--- src/rtl/philv_multicycle_core.sv ---
// Multicycle RV32I-subset core with one request/ready memory port.
// Halts on ECALL/EBREAK, on unsupported encodings and on misaligned accesses.
module philv_multicycle_core #(
   parameter int unsigned          BUS_WIDTH = 32,
   parameter logic [BUS_WIDTH-1:0] RESET_PC  = 32'h0000_0000
) (
   input  logic                 clk,
   input  logic                 rstb,
   output logic                 mem_req,
   output logic                 mem_we,
   output logic [BUS_WIDTH-1:0] mem_addr,
   output logic [BUS_WIDTH-1:0] mem_wdata,
   input  logic [BUS_WIDTH-1:0] mem_rdata,
   input  logic                 mem_ready,
   output logic                 halted,
   output logic                 illegal,
   output logic [BUS_WIDTH-1:0] c
);

   if (BUS_WIDTH != 32) begin : g_width_check
      $error("philv_multicycle_core: BUS_WIDTH must be 32");
   end

   typedef enum logic [2:0] {
      S_RESET, S_FETCH, S_DECODE, S_EXECUTE, S_MEM, S_WB, S_HALT
   } state_t;

   localparam logic [6:0] OPC_OP     = 7'b0110011;
   localparam logic [6:0] OPC_OPIMM  = 7'b0010011;
   localparam logic [6:0] OPC_LOAD   = 7'b0000011;
   localparam logic [6:0] OPC_STORE  = 7'b0100011;
   localparam logic [6:0] OPC_BRANCH = 7'b1100011;
   localparam logic [6:0] OPC_SYSTEM = 7'b1110011;

   state_t               state_q, state_d;
   logic [BUS_WIDTH-1:0] pc_q, pc_d, ir_q, ir_d, a_q, a_d, b_q, b_d;
   logic [BUS_WIDTH-1:0] imm_q, imm_d, alu_q, alu_d, mdr_q, mdr_d;
   logic [BUS_WIDTH-1:0] rf_q [32];
   logic [BUS_WIDTH-1:0] rf_d [32];
   logic                 illegal_q, illegal_d, halted_q, halted_d;
   logic                 mem_req_q, mem_req_d, mem_we_q, mem_we_d;
   logic [BUS_WIDTH-1:0] mem_addr_q, mem_addr_d, mem_wdata_q, mem_wdata_d;

   logic [6:0]           opc, f7;
   logic [2:0]           f3;
   logic [4:0]           rs1, rs2, rd, shamt;
   logic [BUS_WIDTH-1:0] op2, alu_res, ls_addr, pc_plus4, br_target;
   logic                 legal, take;

   assign opc = ir_q[6:0];
   assign rd  = ir_q[11:7];
   assign f3  = ir_q[14:12];
   assign rs1 = ir_q[19:15];
   assign rs2 = ir_q[24:20];
   assign f7  = ir_q[31:25];

   assign pc_plus4  = pc_q + BUS_WIDTH'(4);
   assign ls_addr   = a_q + imm_q;
   assign take      = (f3 == 3'b000) ? (a_q == b_q) : (a_q != b_q);
   assign br_target = take ? (pc_q + imm_q) : pc_plus4;

   always_comb begin
      legal = 1'b0;
      case (opc)
         OPC_OP:     legal = (f7 == 7'h00) || (f7 == 7'h20 && (f3 == 3'b000 || f3 == 3'b101));
         OPC_OPIMM: begin
            case (f3)
               3'b011:  legal = 1'b0;
               3'b001:  legal = (f7 == 7'h00);
               3'b101:  legal = (f7 == 7'h00) || (f7 == 7'h20);
               default: legal = 1'b1;
            endcase
         end
         OPC_LOAD, OPC_STORE: legal = (f3 == 3'b010);
         OPC_BRANCH: legal = (f3 == 3'b000) || (f3 == 3'b001);
         OPC_SYSTEM: legal = (f3 == 3'b000) && (ir_q[31:21] == '0) && (ir_q[19:7] == '0);
         default:    legal = 1'b0;
      endcase
   end

   // Arithmetic shift kept in its own branch so the signed operand is not
   // turned unsigned by a mixed-sign conditional expression.
   always_comb begin
      op2   = (opc == OPC_OP) ? b_q : imm_q;
      shamt = op2[4:0];
      case (f3)
         3'b000:  alu_res = (opc == OPC_OP && f7[5]) ? (a_q - op2) : (a_q + op2);
         3'b001:  alu_res = a_q << shamt;
         3'b010:  alu_res = {{(BUS_WIDTH-1){1'b0}}, $signed(a_q) < $signed(op2)};
         3'b011:  alu_res = {{(BUS_WIDTH-1){1'b0}}, a_q < op2};
         3'b100:  alu_res = a_q ^ op2;
         3'b101: begin
            if (f7[5]) alu_res = $signed(a_q) >>> shamt;
            else       alu_res = a_q >> shamt;
         end
         3'b110:  alu_res = a_q | op2;
         default: alu_res = a_q & op2;
      endcase
   end

   always_comb begin
      state_d   = state_q;
      pc_d      = pc_q;
      ir_d      = ir_q;
      a_d       = a_q;
      b_d       = b_q;
      imm_d     = imm_q;
      alu_d     = alu_q;
      mdr_d     = mdr_q;
      rf_d      = rf_q;
      illegal_d = illegal_q;
      case (state_q)
         S_RESET: state_d = S_FETCH;
         S_FETCH: begin
            if (mem_ready) begin
               ir_d    = mem_rdata;
               state_d = S_DECODE;
            end
         end
         S_DECODE: begin
            a_d = (rs1 == 5'd0) ? '0 : rf_q[rs1];
            b_d = (rs2 == 5'd0) ? '0 : rf_q[rs2];
            case (opc)
               OPC_STORE:  imm_d = {{(BUS_WIDTH-12){ir_q[31]}}, ir_q[31:25], ir_q[11:7]};
               OPC_BRANCH: imm_d = {{(BUS_WIDTH-13){ir_q[31]}}, ir_q[31], ir_q[7],
                                    ir_q[30:25], ir_q[11:8], 1'b0};
               default:    imm_d = {{(BUS_WIDTH-12){ir_q[31]}}, ir_q[31:20]};
            endcase
            state_d = S_EXECUTE;
         end
         S_EXECUTE: begin
            if (!legal) begin
               illegal_d = 1'b1;
               state_d   = S_HALT;
            end else begin
               case (opc)
                  OPC_OP, OPC_OPIMM: begin
                     alu_d   = alu_res;
                     pc_d    = pc_plus4;
                     state_d = S_WB;
                  end
                  OPC_LOAD, OPC_STORE: begin
                     if (ls_addr[1:0] != 2'b00) begin
                        illegal_d = 1'b1;
                        state_d   = S_HALT;
                     end else begin
                        alu_d   = ls_addr;
                        pc_d    = pc_plus4;
                        state_d = S_MEM;
                     end
                  end
                  OPC_BRANCH: begin
                     if (br_target[1:0] != 2'b00) begin
                        illegal_d = 1'b1;
                        state_d   = S_HALT;
                     end else begin
                        pc_d    = br_target;
                        state_d = S_FETCH;
                     end
                  end
                  default: state_d = S_HALT;
               endcase
            end
         end
         S_MEM: begin
            if (mem_ready) begin
               if (ir_q[5]) begin
                  state_d = S_FETCH;
               end else begin
                  mdr_d   = mem_rdata;
                  state_d = S_WB;
               end
            end
         end
         S_WB: begin
            if (rd != 5'd0) rf_d[rd] = (opc == OPC_LOAD) ? mdr_q : alu_q;
            state_d = S_FETCH;
         end
         S_HALT:  state_d = S_HALT;
         default: state_d = S_HALT;
      endcase

      // Bus outputs are registered from the next-state view so they are
      // valid from the first cycle of FETCH/MEM and hold until completion.
      mem_req_d   = (state_d == S_FETCH) || (state_d == S_MEM);
      mem_we_d    = (state_d == S_MEM) && ir_d[5];
      mem_addr_d  = (state_d == S_MEM) ? alu_d : pc_d;
      mem_wdata_d = b_d;
      halted_d    = (state_d == S_HALT);
   end

   always_ff @(posedge clk or negedge rstb) begin
      if (!rstb) begin
         state_q     <= S_RESET;
         pc_q        <= RESET_PC;
         ir_q        <= '0;
         a_q         <= '0;
         b_q         <= '0;
         imm_q       <= '0;
         alu_q       <= '0;
         mdr_q       <= '0;
         for (int unsigned i = 0; i < 32; i++) rf_q[i] <= '0;
         illegal_q   <= 1'b0;
         halted_q    <= 1'b0;
         mem_req_q   <= 1'b0;
         mem_we_q    <= 1'b0;
         mem_addr_q  <= '0;
         mem_wdata_q <= '0;
      end else begin
         state_q     <= state_d;
         pc_q        <= pc_d;
         ir_q        <= ir_d;
         a_q         <= a_d;
         b_q         <= b_d;
         imm_q       <= imm_d;
         alu_q       <= alu_d;
         mdr_q       <= mdr_d;
         rf_q        <= rf_d;
         illegal_q   <= illegal_d;
         halted_q    <= halted_d;
         mem_req_q   <= mem_req_d;
         mem_we_q    <= mem_we_d;
         mem_addr_q  <= mem_addr_d;
         mem_wdata_q <= mem_wdata_d;
      end
   end

   assign mem_req   = mem_req_q;
   assign mem_we    = mem_we_q;
   assign mem_addr  = mem_addr_q;
   assign mem_wdata = mem_wdata_q;
   assign halted    = halted_q;
   assign illegal   = illegal_q;
   assign c         = alu_q;

endmodule
--- config.mk ---
export PLATFORM = sky130hd
export DESIGN_NAME = philv_multicycle_core
export DESIGN_NICKNAME = d
export VERILOG_FILES = /design/src/rtl/philv_multicycle_core.sv
export SDC_FILE = /design/constraint.sdc
export NUM_CORES = 2
export LEC_CHECK = 0
export CORE_ASPECT_RATIO = 1.1
export CORE_MARGIN = 4
export CORE_UTILIZATION = 55
export DETAILED_ROUTE_END_ITERATION = 8
export PLACE_DENSITY = 0.76
export SYNTH_ARGS = -nofsm -noshare
export SYNTH_HDL_FRONTEND = slang
export SYNTH_SLANG_ARGS = --single-unit
--- constraint.sdc ---
create_clock -name clk -period 5.9 [get_ports clk]
set_clock_uncertainty 0.1 [all_clocks]
set_input_delay 1.77 -clock clk [delete_from_list [all_inputs] [get_ports clk]]
set_output_delay 1.77 -clock clk [all_outputs]
set_load 0.05 [all_outputs]
==> results.toml <==
[status]
status = "finished, final reports clean"

[routing]
drc = 0
drt_wl_total_um = 286900
first_pass_iters = 9
ant_nets = 0
drt_iter0_markers = 9643
post_drt_wl_per_cell_um = 31.56
vias = 64320
vias_per_cell = 7.074

[layout]
drive_gt1_share_pct = 18.25
layout_commonest_cell = "dfrtp_1"
final_cell_mix = "dfrtp_1 (1257), a21oi_1 (853), nor2_1 (844)"
area_delta_synth_final_pct = 10.70
finalNetCount = 7378
nFillCells = 10690

[global_routing]
antenna_found_initial = 4
use_met2_pct = 60.33
grt_start_max_net_pins = 151
gr-total-overflow = 0
busiest_layer = "met2"
met3_usage_pct = 10.28
grt_pass1_vias = 63390
grt_pass1_wl_um = 421400
met1_usage_pct = 51.63
track_usage_pct = 39.77

[power]
combPwrFrac_pct = 37.4
clkPwrFrac_pct = 28.5
p_int_w = 0.01885
peakVddDrop_mv = 0.3210
p_leak_nw = 35.84
powerDensity_mw_per_mm2 = 371.6
sw_frac_of_total_pct = 39.48
total_power_w = 0.03115
switching_power_w = 0.01230
power_frac_seq_pct = 34.2

[logic_synthesis]
avgSynthCellArea_um2 = 10.32
synth_cell_types = 116
ys_seq_area_share_pct = 41.91
synth_edf_count = 0
yosys.area.top_type_share_pct = 41.91
synth.largest_area_cell = "dfrtp_1"
synth_area_mm2 = 0.07571
synth_area_leaders = "dfrtp_1 (42%), mux4_2 (19%), a21oi_1 (5.6%)"
ys_warn_count = 0
synth_ff_type = "dfrtp_1"
synthCells = 7339
syn_nets = 7531
synthArstFlopShare_pct = 100.0
ys_ff_latch = 1268

[setup_path]
cp_max_fo = 11
crit_type = "reg2reg"
cp.required_ns = 6.52
crit_path_start_kind = "flop"
r2r_slack_ns = 0.22
critPathCaptureType = "flop"
worst-endpoint-arrival_ns = 6.30

[sta]
max_freq_ghz = 0.1761
final.min_clock_period_ns = 5.677
maxSlewHeadroom_pct = 13.74
fin_tns_setup_ns = 0
layout_setup_ws_ns = 0.2230
finalHoldViolations = 0
maxSlewViolCount = 0
setup_viol = 0
fin_crit_sh_pct = 96.22
tightestPinTransition_ns = 1.282
rsz0062_at_grt = "no"

[worst_hold_path]
worst_hold_path_type = "reg2reg"

[clocking]
root_buffer = "clkbuf_16"
cts_sinks = 1268
htree_levels = 4
cts_made_buffers = 135
clockBufferDepth = 3
insertion_delay_ns = 0.80
cts_tree = "built"
path_clk_slew_ns = 0.06

[floorplan]
io_pins = 135
die_area_mm2 = 0.1437
coreArea_mm2 = 0.1365
fp.dieW_um = 361.8
die_h_um = 397.1
start_util_pct = 55.49
placementRows = 142

[placed_design]
post-place-ws_ns = 0.1439
hpwl_um = 192200
globalplace.congestion = 1.142
place.port_buffers = 134

[flow_run]
cap_viol_max_count = 0
[critical path, stage by stage (launching register included)]
cell and delay, ns:
dfrtp_1 0.64, xor2_1 0.45, nor4_1 0.86, nand4_1 0.16, nor2_1 0.62, xnor2_2 0.33, o41ai_2 0.78, buf_4 0.32
nand2_1 0.29, or4_1 0.58, nand3_1 0.21, nor2_1 0.09, a31oi_1 0.15
[logic make-up (layout without fill, tap and decap cells)]
group                    Yosys count  count (layout)  synth area share, %
AO/OA/AOI/OAI                   2099            2099                16.14
AND/OR/NAND/NOR                 2015            2015                11.29
flip-flops                      1268            1268                41.91
multiplexers                     888             888                22.54
buffers and inverters            795             745                4.128
adder cells (fa/ha/maj)          157             157                2.624
XOR/XNOR                         117             117                1.363
other                              0               3                    0
[worst paths after layout]
kind                                from      endpoint  cells past startpoint
min reg2reg                   rf_q[1017]    rf_q[1017]                      0
min                           rf_q[1017]    rf_q[1017]                      0
max                        mem_wdata[29]  mem_addr[27]                     12
max in group asynchronous           rstb      rf_q[10]                      2
max reg2reg                mem_wdata[29]  mem_addr[27]                     12
min in group asynchronous           rstb     rf_q[977]                      1
[registers in the layout, indices dropped and copies added (netlist names)]
signal / cells
mem_wdata: 32
ir_q: 32
mem_we: 1
illegal: 1
c: 32
imm_q: 13
rf_q: 1024
halted: 1
state_q: 3
pc_q: 32
mem_addr: 32
mem_req: 1
mdr_q: 32
a_q: 32
[cells in the mapped netlist (51+ instances only)]
cell type	instances
o211ai_1	52
a31oi_1	51
mux4_2	645
nand2_1	759
dfrtp_1	1268
mux2i_1	157
nor2_1	861
xnor2_1	51
ha_1	154
nand3_1	97
o21ai_0	645
mux2_2	78
clkbuf_1	555
xor2_1	65
a21o_1	82
nor3_1	65
inv_1	114
a21oi_1	853
a211oi_1	77
buf_1	69
[power groups by stage]
stage	Sequential (W)	Combinational, W	Clock, W
2_1_floorplan	0.0104	0.00757	0
3_3_place_gp	0.0107	0.0112	0
3_5_place_dp	0.0107	0.0112	0
4_1_cts	0.0106	0.0113	0.00893
5_1_grt	0.0107	0.0122	0.00929
6_report	0.0106	0.0116	0.00887
[metal layers]
layer	routed length [um]	part of all wire, %
met4	21960	7.7
met2	128300	45
met3	33390	12
met1	103200	36
met5	12	0.0042
[stage by stage]
| step | std cells | utilization (%) | hold WS (ns) | cell area (um2) |
|---|---|---|---|---|
| final | 9092 | 61.42 | 0.2956 | 83810 |
| after global routing | 9089 | 61.42 | 0.3084 | 83800 |
| after CTS | 9089 | 61.41 | 0.2970 | 83800 |
| after detailed placement | 8849 | 58.06 | 0.2833 | 79220 |
| after global placement | 8849 | 58.06 | 0.2763 | 79220 |
| after floorplan | 7339 | - | 0.3413 | 75710 |
[cell type report]
class	count	area [um2]	share of cell area, %
Timing Repair Buffer	384	3461	4.129
Antenna cell	3	7.507	0.008957
Clock inverter	58	819.5	0.9778
Sequential cell	1268	31760	37.90
Inverter	121	454.2	0.5419
Multi-Input combinational cell	5276	41300	49.28
Tap cell	1800	2252	2.687
Clock buffer	182	3755	4.480
[timing repair]
| item | in CTS | in global routing |
|---|---|---|
| setup endpoints to repair | 0 | 2 |
| hold buffers | 0 | 0 |
| setup buffers | 0 | 0 |
| resized for setup | 0 | 3 |
No activity file was read; power rests on OpenSTA's default activity.
